File: config.mk
export PLATFORM = sky130hd
export DESIGN_NAME = pipeline_ctrl
export DESIGN_NICKNAME = d
export VERILOG_FILES = /design/src/rtl/pipe_pkg.sv /design/src/rtl/fwd_sel.sv /design/src/rtl/pipeline_ctrl.sv
export SDC_FILE = /design/constraint.sdc
export NUM_CORES = 1
export LEC_CHECK = 0
export ABC_AREA = 0
export ABC_CLOCK_PERIOD_IN_PS = 2350
export CORE_MARGIN = 4
export CORE_UTILIZATION = 35
export CTS_BUF_LIST = sky130_fd_sc_hd__clkbuf_8 sky130_fd_sc_hd__clkbuf_16
export CTS_CLUSTER_DIAMETER = 50
export DETAILED_ROUTE_END_ITERATION = 10
export GPL_ROUTABILITY_DRIVEN = 1
export PLACE_DENSITY_LB_ADDON = 0.12
export SYNTH_ARGS = -nofsm -noshare
export SYNTH_HDL_FRONTEND = slang
export SYNTH_SLANG_ARGS = --single-unit
File: constraint.sdc
create_clock -name i_clk -period 2.35 [get_ports i_clk]
set_input_delay 0.705 -clock i_clk [delete_from_list [all_inputs] [get_ports i_clk]]
set_output_delay 0.705 -clock i_clk [all_outputs]
set_load 0.05 [all_outputs]
File: src/rtl/pipe_pkg.sv
// Shared types and constants for the pipeline hazard/sequencing controller.
//   stage_rec_t   : per-stage instruction record tracked in EX/MEM/WB
//   ctrl_state_e  : controller FSM states
//   FWD_*         : EX operand forwarding select encodings
//   is_writer()   : record will architecturally write a non-zero register
package pipe_pkg;

  localparam int unsigned RA_W = 5;

  typedef struct packed {
    logic            valid;
    logic [RA_W-1:0] rd;
    logic [RA_W-1:0] rs1;
    logic [RA_W-1:0] rs2;
    logic            wr_en;
    logic            is_load;
  } stage_rec_t;

  typedef enum logic [1:0] {
    RUN    = 2'd0,
    DRAIN  = 2'd1,
    HALTED = 2'd2
  } ctrl_state_e;

  localparam logic [1:0] FWD_RF  = 2'b00;
  localparam logic [1:0] FWD_MEM = 2'b01;
  localparam logic [1:0] FWD_WB  = 2'b10;

  // x0 writes are discarded by the regfile, so they never need forwarding.
  function automatic logic is_writer(input stage_rec_t r);
    return r.valid && r.wr_en && (r.rd != '0);
  endfunction

endpackage

File: src/rtl/fwd_sel.sv
// EX operand forwarding select for one source register.
//   rs      : source register of the EX instruction
//   mem_rec : record currently in MEM
//   wb_rec  : record currently in WB
//   sel_c   : FWD_MEM / FWD_WB / FWD_RF (combinational)
module fwd_sel
  import pipe_pkg::*;
(
  input  logic [RA_W-1:0] rs,
  input  stage_rec_t      mem_rec,
  input  stage_rec_t      wb_rec,
  output logic [1:0]      sel_c
);

  // Youngest producer wins; a load in MEM has no result yet, so fall to WB.
  always_comb begin
    sel_c = FWD_RF;
    if (is_writer(mem_rec) && !mem_rec.is_load && (mem_rec.rd == rs)) begin
      sel_c = FWD_MEM;
    end else if (is_writer(wb_rec) && (wb_rec.rd == rs)) begin
      sel_c = FWD_WB;
    end
  end

endmodule

File: src/rtl/pipeline_ctrl.sv
// Hazard and sequencing controller for the 5-stage RV32I pipeline.
// Tracks EX/MEM/WB records, raises load-use stalls, EX forwarding selects and
// ID write-back bypass flags, flushes on redirect, drains on halt, and counts
// retired instructions.
//   i_clk, i_rst (async, active low)
//   i_id_*        : decoded ID-stage instruction fields
//   i_ex_redirect : taken branch/jump resolved in EX
//   o_stall, o_flush, o_ex_bubble : pipeline control (combinational)
//   o_fwd_rs*_sel, o_id_byp_rs*   : operand source selects (combinational)
//   o_halted      : pipeline drained after halt
//   o_retire_count: instructions retired from WB (registered)
module pipeline_ctrl
  import pipe_pkg::*;
#(
  parameter int unsigned REG_ADDR_W   = 5,
  parameter int unsigned CNT_W        = 32,
  parameter int unsigned DRAIN_CYCLES = 3
) (
  input  logic                  i_clk,
  input  logic                  i_rst,
  input  logic                  i_id_valid,
  input  logic [REG_ADDR_W-1:0] i_id_rs1,
  input  logic [REG_ADDR_W-1:0] i_id_rs2,
  input  logic                  i_id_uses_rs1,
  input  logic                  i_id_uses_rs2,
  input  logic [REG_ADDR_W-1:0] i_id_rd,
  input  logic                  i_id_reg_wr_en,
  input  logic                  i_id_is_load,
  input  logic                  i_id_halt,
  input  logic                  i_ex_redirect,
  output logic                  o_stall,
  output logic                  o_flush,
  output logic                  o_ex_bubble,
  output logic [1:0]            o_fwd_rs1_sel,
  output logic [1:0]            o_fwd_rs2_sel,
  output logic                  o_id_byp_rs1,
  output logic                  o_id_byp_rs2,
  output logic                  o_halted,
  output logic [CNT_W-1:0]      o_retire_count
);

  localparam int unsigned DC_W = $clog2(DRAIN_CYCLES + 1);

  stage_rec_t      ex_q, mem_q, wb_q;
  stage_rec_t      id_rec;
  ctrl_state_e     state_q, state_d;
  logic [DC_W-1:0] cnt_q, cnt_d;
  logic [RA_W-1:0] id_rs1, id_rs2, id_rd;
  logic            load_use;
  logic            accept_halt;

  assign id_rs1 = RA_W'(i_id_rs1);
  assign id_rs2 = RA_W'(i_id_rs2);
  assign id_rd  = RA_W'(i_id_rd);

  // ID reads the destination of a load still in EX: data not ready for one cycle.
  assign load_use = i_id_valid && ex_q.is_load && is_writer(ex_q) &&
                    ((i_id_uses_rs1 && (id_rs1 == ex_q.rd)) ||
                     (i_id_uses_rs2 && (id_rs2 == ex_q.rd)));

  // The halt record still flows to WB (it retires) but must never write.
  always_comb begin
    id_rec.valid   = i_id_valid;
    id_rec.rd      = id_rd;
    id_rec.rs1     = id_rs1;
    id_rec.rs2     = id_rs2;
    id_rec.wr_en   = i_id_reg_wr_en && !accept_halt;
    id_rec.is_load = i_id_is_load;
  end

  // WB writes the regfile in the same cycle ID reads it.
  assign o_id_byp_rs1 = i_id_valid && i_id_uses_rs1 && is_writer(wb_q) && (id_rs1 == wb_q.rd);
  assign o_id_byp_rs2 = i_id_valid && i_id_uses_rs2 && is_writer(wb_q) && (id_rs2 == wb_q.rd);

  fwd_sel u_fwd_rs1 (
    .rs      (ex_q.rs1),
    .mem_rec (mem_q),
    .wb_rec  (wb_q),
    .sel_c   (o_fwd_rs1_sel)
  );

  fwd_sel u_fwd_rs2 (
    .rs      (ex_q.rs2),
    .mem_rec (mem_q),
    .wb_rec  (wb_q),
    .sel_c   (o_fwd_rs2_sel)
  );

  // Controller state register.
  always_ff @(posedge i_clk or negedge i_rst) begin
    if (!i_rst) begin
      state_q <= RUN;
      cnt_q   <= '0;
    end else begin
      state_q <= state_d;
      cnt_q   <= cnt_d;
    end
  end

  // Next state and pipeline control.
  always_comb begin
    state_d     = state_q;
    cnt_d       = cnt_q;
    o_stall     = 1'b0;
    o_flush     = 1'b0;
    o_ex_bubble = 1'b0;
    o_halted    = 1'b0;
    accept_halt = 1'b0;
    unique case (state_q)
      RUN: begin
        // Redirect squashes the stalled ID instruction, so no stall is needed.
        o_flush     = i_ex_redirect;
        o_ex_bubble = load_use || i_ex_redirect;
        o_stall     = load_use && !i_ex_redirect;
        if (i_id_valid && i_id_halt && !load_use && !i_ex_redirect) begin
          accept_halt = 1'b1;
          state_d     = DRAIN;
          cnt_d       = DC_W'(DRAIN_CYCLES);
        end
      end
      DRAIN: begin
        // Halt is already past ID, so any redirect here is from older code.
        o_stall     = 1'b1;
        o_ex_bubble = 1'b1;
        if (cnt_q == DC_W'(1)) begin
          state_d = HALTED;
          cnt_d   = '0;
        end else begin
          cnt_d = cnt_q - DC_W'(1);
        end
      end
      HALTED: begin
        o_stall     = 1'b1;
        o_ex_bubble = 1'b1;
        o_halted    = 1'b1;
      end
      default: begin
        state_d = RUN;
        cnt_d   = '0;
      end
    endcase
  end

  // Stage records advance every cycle; the retire counter tracks WB.
  always_ff @(posedge i_clk or negedge i_rst) begin
    if (!i_rst) begin
      ex_q           <= '0;
      mem_q          <= '0;
      wb_q           <= '0;
      o_retire_count <= '0;
    end else begin
      ex_q  <= o_ex_bubble ? stage_rec_t'('0) : id_rec;
      mem_q <= ex_q;
      wb_q  <= mem_q;
      if (wb_q.valid) begin
        o_retire_count <= o_retire_count + CNT_W'(1);
      end
    end
  end

endmodule

==> results.py, run 1 <==
metrics = {
    "route": {
        "num_vias": 2396,
        "vias_per_cell": 4.90,
        "totalWireLength_um": 7360,
        "ant_nets": 0,
        "wl_per_cell_um": 15.1,
        "drc": 0,
        "drtIter0Drc": 44,
        "first_pass_iters": 4,
    },
    "worst_setup_path": {
        "crit_buf_inv": 1,
        "critPathKind": "flip-flop to output port",
        "cp.arrival_ns": 1.94,
        "crit_family": "simple AND/OR/NAND/NOR gates",
        "cp_slowest_cell": "or4_4",
        "required_ns": 1.64,
        "worstPathCellList": "or4_4, o21ai_4, nor4_4, nor3_4, buf_6",
        "cp-start-kind": "flip-flop",
        "slowest_delay_ns": 0.54,
        "critPathCaptureType": "output port",
        "crit_fanout": 2,
    },
    "timing": {
        "worstMarginPinSlew_ns": 0.524,
        "maxSlewViolCount": 0,
        "rsz0062_at_grt": "yes",
        "period_share_pct": 112,
        "fin_skew_ns": 0.0139,
        "setup_slack_ns": -0.294,
        "finalHoldViolCount": 0,
        "min_period_ns": 2.64,
        "timing.fmax_ghz": 0.378,
        "setup_viol": 8,
        "max_slew_margin_pct": 65.0,
    },
    "pwr": {
        "power_density_mw_per_mm2": 1060,
        "p_leak_nw": 2.18,
        "ir_drop_uv": 644,
    },
    "outcome": {
        "violations": "setup timing",
        "status": "finished with violations",
    },
    "clock_tree": {
        "cts_root_buf": "clkbuf_8",
        "clk_latency_ns": 0.34,
        "clock_path_buffers": 2,
        "htree_levels": 3,
        "numCtsBuffers": 9,
        "clkSinkCount": 69,
        "cts_tree": "done",
        "clk_pin_slew_ns": 0.08,
    },
    "finish": {
        "final_cells": 489,
        "final-seq-area_mm2": 0.00173,
        "nets": 406,
        "n_fill_cell": 793,
        "drive_gt1_share_pct": 25.7,
        "fin_util_pct": 52.5,
        "multi_input_area_mm2": 0.00164,
        "syn_to_final_growth_pct": 43.3,
        "antenna_cells": 0,
    },
    "place": {
        "gp_congestion": 0.764,
        "dp_cells": 472,
        "portBuffers": 65,
        "dp_hpwl_um": 5510,
    },
    "synthesis": {
        "yosysMostFrequentCell": "dfrtp_1",
        "synth.top_cell.area_share_pct": 53.3,
        "synth_flop_cell": "dfrtp_1",
        "ys_ff_latch": 69,
        "syn-cell-area_mm2": 0.00324,
        "synth_enable_flop_cells": 0,
        "avgSynthCellArea_um2": 11.3,
        "yosysUniqueCellTypes": 40,
        "synthArstFlopShare_pct": 100,
        "synth_largest_area_cell": "dfrtp_1",
        "yosys-top-cells-area": "dfrtp_1 53%, xnor2_1 13%, xor2_1 6.2%, nand3_1 2.9%, a21boi_0 2.8%",
        "ys_seq_area_share_pct": 53.3,
        "syn-num-nets": 317,
        "ys.warnings.count": 0,
        "postSynthCellCount": 287,
        "post_synth_most_frequent_cells": "69 x dfrtp_1, 48 x xnor2_1, 23 x xor2_1, 19 x nand3_1, 17 x nand2_1",
    },
    "die": {
        "num_rows": 34,
        "dieWidth_um": 104,
        "ios": 66,
        "die_y_um": 104,
        "core-area_mm2": 0.00885,
        "die_area_mm2": 0.0109,
        "initial_core_util_pct": 36.6,
    },
    "grt": {
        "grt_pass1_wl_um": 12300,
        "grt_max_degree": 39,
        "overflow": 0,
        "track_usage_pct": 14.1,
        "grt_pass1_vias": 2441,
        "antenna_found_initial": 0,
    },
    "min_path": {
        "hold_path.class": "input port to async pin",
    },
    "flow_run": {
        "maxCapViolCount": 0,
    },
}
## worst paths after layout
path                                       to  slack (ns)               from  cells past startpoint
max                          o_fwd_rs1_sel[1]       -0.29          mem_q[13]                      5
min                        o_retire_count[13]        0.30              i_rst                      1
max reg2reg                o_retire_count[28]        0.52  o_retire_count[4]                      5
min reg2reg                          wb_q[17]        0.37          mem_q[17]                      0
max in group asynchronous           mem_q[12]        1.47              i_rst                      2
min in group i_clk                   wb_q[17]        0.37          mem_q[17]                      0
## flip-flops by register name, summed over array words and instances (netlist names)
signal and cells:
state_q 2, ex_q 18, wb_q 7, mem_q 8
o_retire_count 32, cnt_q 2
## power breakdown
part           internal, mW  switching (mW)
registers              1.51           0.381
logic                 0.903            1.03
clock network         0.603           0.475
total                  3.02            1.88
## per-layer routing
layer	global-route usage, %	vias to the layer above	share of wire (%)
li1	-	1162	-
met1	18.1	1167	45
met2	22.7	61	48
met3	4.53	6	5.8
met4	4.18	0	0.77
met5	0	-	0
## kinds of logic (layout without fill, tap and decap cells)
| family | Yosys count | after routing | share of synthesized area [%] |
|---|---|---|---|
| xor gates and xnor gates | 71 | 71 | 19.2 |
| and+or+nand+nor | 87 | 87 | 14.7 |
| buffers and inverters | 17 | 111 | 2.01 |
| adders and majority gates | 6 | 6 | 2.32 |
| muxes | 1 | 1 | 0.347 |
| AOI/OAI and AO/OA | 36 | 36 | 8.19 |
| DFF | 69 | 69 | 53.3 |
## area by class of cell
type,count,share of cell area (%)
clock inverter,7,2.10
multi-input combinational,201,35.3
inverter,9,0.728
sequential,69,37.3
clock buffer,9,2.67
tap,108,2.91
timing repair buffer,86,18.9
## layout by cell type (no fill, tap or decap), drive strengths merged, types with 2 or more instances in the layout
cell and n:
dfrtp 69, a21o 2, or4 3, xor2 23, inv 12, nor3 7
a2111oi 2, ha 6, buf 42, xnor2 48, a21boi 17, bufinv 2
dlygate4sd2 8, and2 4, nand2 17, o22ai 3, clkbuf 9, nand3 21
nor4 4, a21oi 2, a31oi 2, dlymetal6s2s 8, nand4 8, nor2 14
and3 5, clkdlybuf4s50 28
## repair_timing
item                                    in CTS  in global routing
gates cloned                                 0                  0
resized for setup                           71                 10
hold buffers                                 0                  0
pin swaps                                   28                  9
setup buffers                                1                  0
endpoints found under the setup margin      13                 17
hold endpoints to repair                     0                  0
## through the flow
step                      cell area, µm²  setup TNS, ns  hold WS [ns]  worst slack, ns  total power [mW]
after floorplan                     3390         -0.325         0.353          -0.0841              3.10
after global placement              4370          -3.44         0.360           -0.658              3.75
after detailed placement            4370          -4.00         0.361           -0.666              3.78
after CTS                           4620          -1.70         0.301           -0.297              4.95
after global routing                4640          -2.38         0.312           -0.430              5.19
final                               4640          -1.59         0.298           -0.294              4.90
(Power assumes the default switching activity.)
==> inputs of run 2 (changes only) <==
--- a/config.mk
+++ b/config.mk
@@ -7,6 +7,7 @@
 export LEC_CHECK = 0
 export ABC_AREA = 0
 export ABC_CLOCK_PERIOD_IN_PS = 2350
+export CORE_ASPECT_RATIO = 1.4
 export CORE_MARGIN = 4
 export CORE_UTILIZATION = 35
 export CTS_BUF_LIST = sky130_fd_sc_hd__clkbuf_8 sky130_fd_sc_hd__clkbuf_16
@@ -14,6 +15,7 @@
 export DETAILED_ROUTE_END_ITERATION = 10
 export GPL_ROUTABILITY_DRIVEN = 1
 export PLACE_DENSITY_LB_ADDON = 0.12
+export SLEW_MARGIN = 25
 export SYNTH_ARGS = -nofsm -noshare
 export SYNTH_HDL_FRONTEND = slang
 export SYNTH_SLANG_ARGS = --single-unit
==> results.py, run 2 (same netlist as run 1, synthesis figures left out) <==
metrics = {
    "worst_setup_path": {
        "reg2regPathDepth": 5,
        "critPathKind": "flip-flop to output port",
        "slowest_delay_ns": 0.54,
        "cp.arrival_ns": 1.86,
        "worstPathCellList": "or4_4, o21ai_4, nor4_4, nor3_4, buf_6",
        "reg2reg_slack_ns": 0.51,
        "required_ns": 1.64,
        "crit_fanout": 2,
        "rr_startpoint": "o_retire_count[8]",
        "critPathCaptureType": "output port",
        "cp-start-kind": "flip-flop",
        "reg2reg_to": "o_retire_count[28]",
        "cp_slowest_cell": "or4_4",
    },
    "route": {
        "num_vias": 2430,
        "totalWireLength_um": 7310,
        "wl_met3_um": 435,
        "drtIter0Drc": 68,
        "drc": 0,
        "wl_per_cell_um": 14.9,
        "wl_met2_um": 3840,
        "vias_per_cell": 4.96,
        "met1_length_um": 2890,
        "first_pass_iters": 4,
        "highest_layer": "met4",
        "ant_nets": 0,
    },
    "timing": {
        "finalHoldViolCount": 0,
        "period_share_pct": 109,
        "maxSlewViolCount": 0,
        "rsz0062_at_grt": "yes",
        "setup_slack_ns": -0.215,
        "timing.fmax_ghz": 0.390,
        "min_period_ns": 2.57,
        "worstMarginPinSlew_ns": 0.505,
        "max_slew_margin_pct": 66.2,
        "setup_viol": 8,
        "fin_skew_ns": 0.00439,
    },
    "finish": {
        "antenna_cells": 0,
        "largest_register_ffs": 32,
        "final_common_cell": "dfrtp_1",
        "drive_gt1_share_pct": 27.9,
        "final_area_mm2": 0.00482,
        "nets": 408,
        "final_cells": 490,
        "top_register": "o_retire_count",
        "reg_top3": "o_retire_count: 32 flops, ex_q: 18 flops, mem_q: 8 flops",
        "mostFrequentLayoutCells": "65 x dfrtp_1, 37 x xnor2_1, 36 x clkdlybuf4s50_1",
        "syn_to_final_growth_pct": 48.7,
    },
    "grt": {
        "antenna_found_initial": 0,
        "grt_pass1_vias": 2555,
        "track_usage_pct": 15.1,
        "grt_max_degree": 70,
        "overflow": 0,
        "grt_pass1_wl_um": 12400,
    },
    "place": {
        "portBuffers": 65,
        "dp_slack_ns": -0.607,
        "dp_hpwl_um": 5420,
        "placed_area_mm2": 0.00435,
        "gp_congestion": 0.813,
        "dp_cells": 472,
    },
    "min_path": {
        "hold_path.class": "flip-flop to flip-flop",
        "holdPathEnd": "mem_q[0]",
        "hp-start": "ex_q[0]",
        "holdPathStages": 0,
    },
    "pwr": {
        "ir_drop_uv": 542,
        "power_mw": 5.42,
        "p_leak_nw": 2.14,
        "power_density_mw_per_mm2": 1120,
    },
    "die": {
        "core-area_mm2": 0.00903,
        "die_y_um": 122,
        "initial_core_util_pct": 35.9,
        "dieWidth_um": 89.3,
        "die_area_mm2": 0.0109,
        "ios": 66,
        "num_rows": 41,
    },
    "clock_tree": {
        "cts_tree": "done",
        "cts_root_buf": "clkbuf_16",
        "clock_path_buffers": 2,
        "htree_levels": 3,
        "clkSinkCount": 69,
        "clk_pin_slew_ns": 0.06,
        "clk_latency_ns": 0.33,
        "numCtsBuffers": 9,
        "postCtsHoldBufs": 0,
    },
    "outcome": {
        "status": "finished with violations",
        "violations": "setup timing",
    },
    "flow_run": {
        "maxCapViolCount": 0,
    },
}
-- run 2: cell count changes in the layout (fill, tap and decap cells not counted), moves of 3 or more --
cell / change
buf_4: +3
clkbuf_16: +9
clkdlybuf4s50_1: +8
buf_6: +3
dlymetal6s2s_1: -7
xnor2_1: -4
clkbuf_8: -8
dlygate4sd2_1: -4
xnor2_2: +4
-- run 2: worst max path at each step --
| stage | from | to | slack (ns) | cells past startpoint |
|---|---|---|---|---|
| CTS | wb_q[12] | o_fwd_rs2_sel[1] | -0.24 | 5 |
| global placement | i_id_rs1[0] | o_ex_bubble | -0.60 | 7 |
| finish | mem_q[13] | o_fwd_rs1_sel[1] | -0.22 | 5 |
| floorplan | wb_q[15] | o_id_byp_rs1 | -0.08 | 6 |
| detailed placement | i_id_rs1[3] | o_ex_bubble | -0.61 | 7 |
| global route | i_id_rs1[1] | o_id_byp_rs1 | -0.35 | 7 |
-- run 2: worst max-delay path: cells and delay by family, from the launching register on --
family	cells	cell delay, ns
buffers and inverters	1	0.18
AOI/OAI and AO/OA	1	0.21
and+or+nand+nor	3	0.77
DFF	1	0.37
-- run 2: what timing repair did --
item	4_1_cts	5_1_grt
setup buffers	2	0
setup endpoints to repair	9	10
pin swaps	27	5
cloned	0	0
resized for setup	68	7
-- run 2: stage by stage --
step	TNS (ns)	util (%)	hold WS, ns
3_5_place_dp	-4.12	48.2	0.362
6_report	-1.40	53.4	0.374
2_1_floorplan	-0.325	-	0.353
5_1_grt	-2.17	53.4	0.392
3_3_place_gp	-3.90	48.2	0.356
4_1_cts	-1.62	53.0	0.375
-- run 2: per-layer routing --
metal	track usage, %	vias up
met3	4.06	13
met1	17.7	1159
met2	25.1	81
li1	-	1177
met4	7.64	0
met5	0	-
-- run 2: final cells by class --
cell class	count	area (µm²)
clock buffers	10	239
clock inverters	6	110
fillers	801	4210
inverters	9	33.8
multi-input cells	201	1680
flip-flops and latches	69	1730
well taps	107	134
repair buffers	88	895
-- run 2: where the power goes --
group          internal [mW]  leakage [nW]  total, mW  switching (mW)
clock                   1.06         0.165       1.57           0.505
sequential              1.51         0.907       1.87           0.359
combinational          0.924          1.07       1.98            1.05
==> inputs of run 3 (changes only) <==
--- a/config.mk
+++ b/config.mk
@@ -15,6 +15,7 @@
 export DETAILED_ROUTE_END_ITERATION = 10
 export GPL_ROUTABILITY_DRIVEN = 1
 export PLACE_DENSITY_LB_ADDON = 0.12
+export SETUP_SLACK_MARGIN = 0.5
 export SLEW_MARGIN = 25
 export SYNTH_ARGS = -nofsm -noshare
 export SYNTH_HDL_FRONTEND = slang
==> results.py, run 3 (same netlist as run 1, synthesis figures left out) <==
metrics = {
    "outcome": {
        "status": "finished with violations",
        "violations": "setup timing",
    },
    "finish": {
        "mostFrequentLayoutCells": "47 x dfrtp_1, 35 x xnor2_1, 34 x buf_4",
        "drive_gt1_share_pct": 44.6,
        "largest_register_ffs": 32,
        "nets": 422,
        "n_fill_cell": 761,
        "syn_to_final_growth_pct": 53.5,
        "final_area_mm2": 0.00497,
        "reg_top3": "o_retire_count: 32 flops, ex_q: 18 flops, mem_q: 8 flops",
        "fin_util_pct": 55.1,
        "top_register": "o_retire_count",
        "antenna_cells": 0,
        "final_common_cell": "dfrtp_1",
    },
    "pwr": {
        "combinationalPowerShare_pct": 38.2,
        "p_int_mw": 3.59,
        "power_density_mw_per_mm2": 1120,
        "swShare_pct": 35.7,
        "ir_drop_uv": 623,
        "clkPwrFrac_pct": 27.4,
        "p_leak_nw": 2.21,
        "p_seq_share_pct": 34.4,
        "p_switching_mw": 1.99,
    },
    "worst_setup_path": {
        "worstSetupStartpoint": "mem_q[13]",
        "crit_fanout": 2,
        "required_ns": 1.64,
        "cp.arrival_ns": 1.85,
        "critPathKind": "flip-flop to output port",
        "cp-start-kind": "flip-flop",
        "rr_startpoint": "state_q[1]",
        "critPathCaptureType": "output port",
    },
    "route": {
        "drtIter0Drc": 50,
        "num_vias": 2495,
        "drc": 0,
        "ant_nets": 0,
        "wl_per_cell_um": 15.3,
        "first_pass_iters": 4,
        "totalWireLength_um": 7720,
        "vias_per_cell": 4.95,
    },
    "timing": {
        "hold_slack_ns": 0.375,
        "setup_slack_ns": -0.207,
        "timing.fmax_ghz": 0.391,
        "maxSlewViolCount": 0,
        "finalHoldViolCount": 0,
        "setup_viol": 8,
        "period_share_pct": 109,
        "max_slew_margin_pct": 54.8,
        "worstMarginPinSlew_ns": 0.679,
        "tns_ns": -1.29,
        "min_period_ns": 2.56,
        "fin_skew_ns": 0.00799,
        "rsz0062_at_grt": "yes",
    },
    "die": {
        "initial_core_util_pct": 35.9,
        "num_rows": 41,
        "die_y_um": 122,
        "die_area_mm2": 0.0109,
        "core-area_mm2": 0.00903,
        "dieWidth_um": 89.3,
        "ios": 66,
    },
    "grt": {
        "track_usage_pct": 15.4,
        "grt_pass1_wl_um": 12600,
        "antenna_found_initial": 0,
        "grt_use_met1_pct": 18.8,
        "use_met3_pct": 3.11,
        "top_usage_layer": "met2",
        "overflow": 0,
        "grt_pass1_vias": 2587,
        "grt_use_met2_pct": 25.2,
        "grt_max_degree": 32,
    },
    "min_path": {
        "hp-start": "ex_q[1]",
        "hold_path.class": "flip-flop to flip-flop",
    },
    "clock_tree": {
        "cts_root_buf": "clkbuf_16",
        "clk_latency_ns": 0.33,
        "postCtsHoldBufs": 0,
        "clkSinkCount": 69,
        "clk_pin_slew_ns": 0.06,
        "clock_path_buffers": 2,
        "numCtsBuffers": 9,
        "cts_tree": "done",
        "htree_levels": 3,
    },
    "place": {
        "gp_congestion": 0.782,
        "dp_slack_ns": -0.611,
        "placed_area_mm2": 0.00439,
        "portBuffers": 65,
        "dp_hpwl_um": 5610,
    },
    "flow_run": {
        "maxCapViolCount": 0,
    },
}
[run 3: changes by cell type in the layout (fill, tap and decap cells not counted), sizes merged]
cell	change
clkbuf	-1
clkdlybuf4s50	-28
clkdlybuf4s18	+1
clkdlybuf4s15	+18
buf	+24
clkinv	+3
dlymetal6s2s	-1
clkinvlp	-2
[run 3: per-layer routing]
metal	up-vias	share of wire [%]
li1	1199	-
met1	1210	39
met2	68	53
met3	18	5.0
met4	0	3.2
met5	-	0
[run 3: worst max-delay path: stages, from the launching register on]
cell and delay, ns:
dfrtp_1 0.37, or4_4 0.54, o21ai_4 0.21, nor4_4 0.10, nor3_4 0.13, buf_6 0.18
[run 3: layout make-up]
class | count | area [µm²] | area share [%]
Clock buffer | 9 | 225 | 4.53
Clock inverter | 7 | 114 | 2.29
Inverter | 9 | 33.8 | 0.679
Multi-Input combinational cell | 201 | 1740 | 35.0
Sequential cell | 69 | 1750 | 35.3
Tap cell | 107 | 134 | 2.69
Timing Repair Buffer | 102 | 972 | 19.5
[run 3: path summary, 6_finish.rpt]
check | to | slack [ns] | cells past startpoint
max | o_fwd_rs2_sel[1] | -0.21 | 5
max reg2reg | state_q[0] | 0.58 | 7
max in group asynchronous | ex_q[13] | 1.32 | 2
min in group asynchronous | o_retire_count[9] | 0.41 | 1
min reg2reg | mem_q[1] | 0.37 | 0
min | mem_q[1] | 0.37 | 0
[run 3: power by group through the flow]
stage	clock [mW]	sequential [mW]	combinational [mW]
finish	1.53	1.92	2.13
detailed placement	0	1.90	1.89
CTS	1.56	1.90	2.07
global placement	0	1.90	1.86
floorplan	0	1.95	1.17
global route	1.60	1.97	2.30
[run 3: stage by stage]
stage               instances  total power [mW]
floorplan                 287              3.11
global placement          472              3.77
detailed placement        472              3.80
global route              504              5.87
finish                    504              5.58
CTS                       497              5.53
[run 3: repair_timing]
| action | 4_1_cts | 5_1_grt |
|---|---|---|
| buffers inserted | 9 | 7 |
| endpoints found under the setup margin | 64 | 30 |
| pin swaps | 30 | 8 |
| gates resized for setup | 187 | 27 |
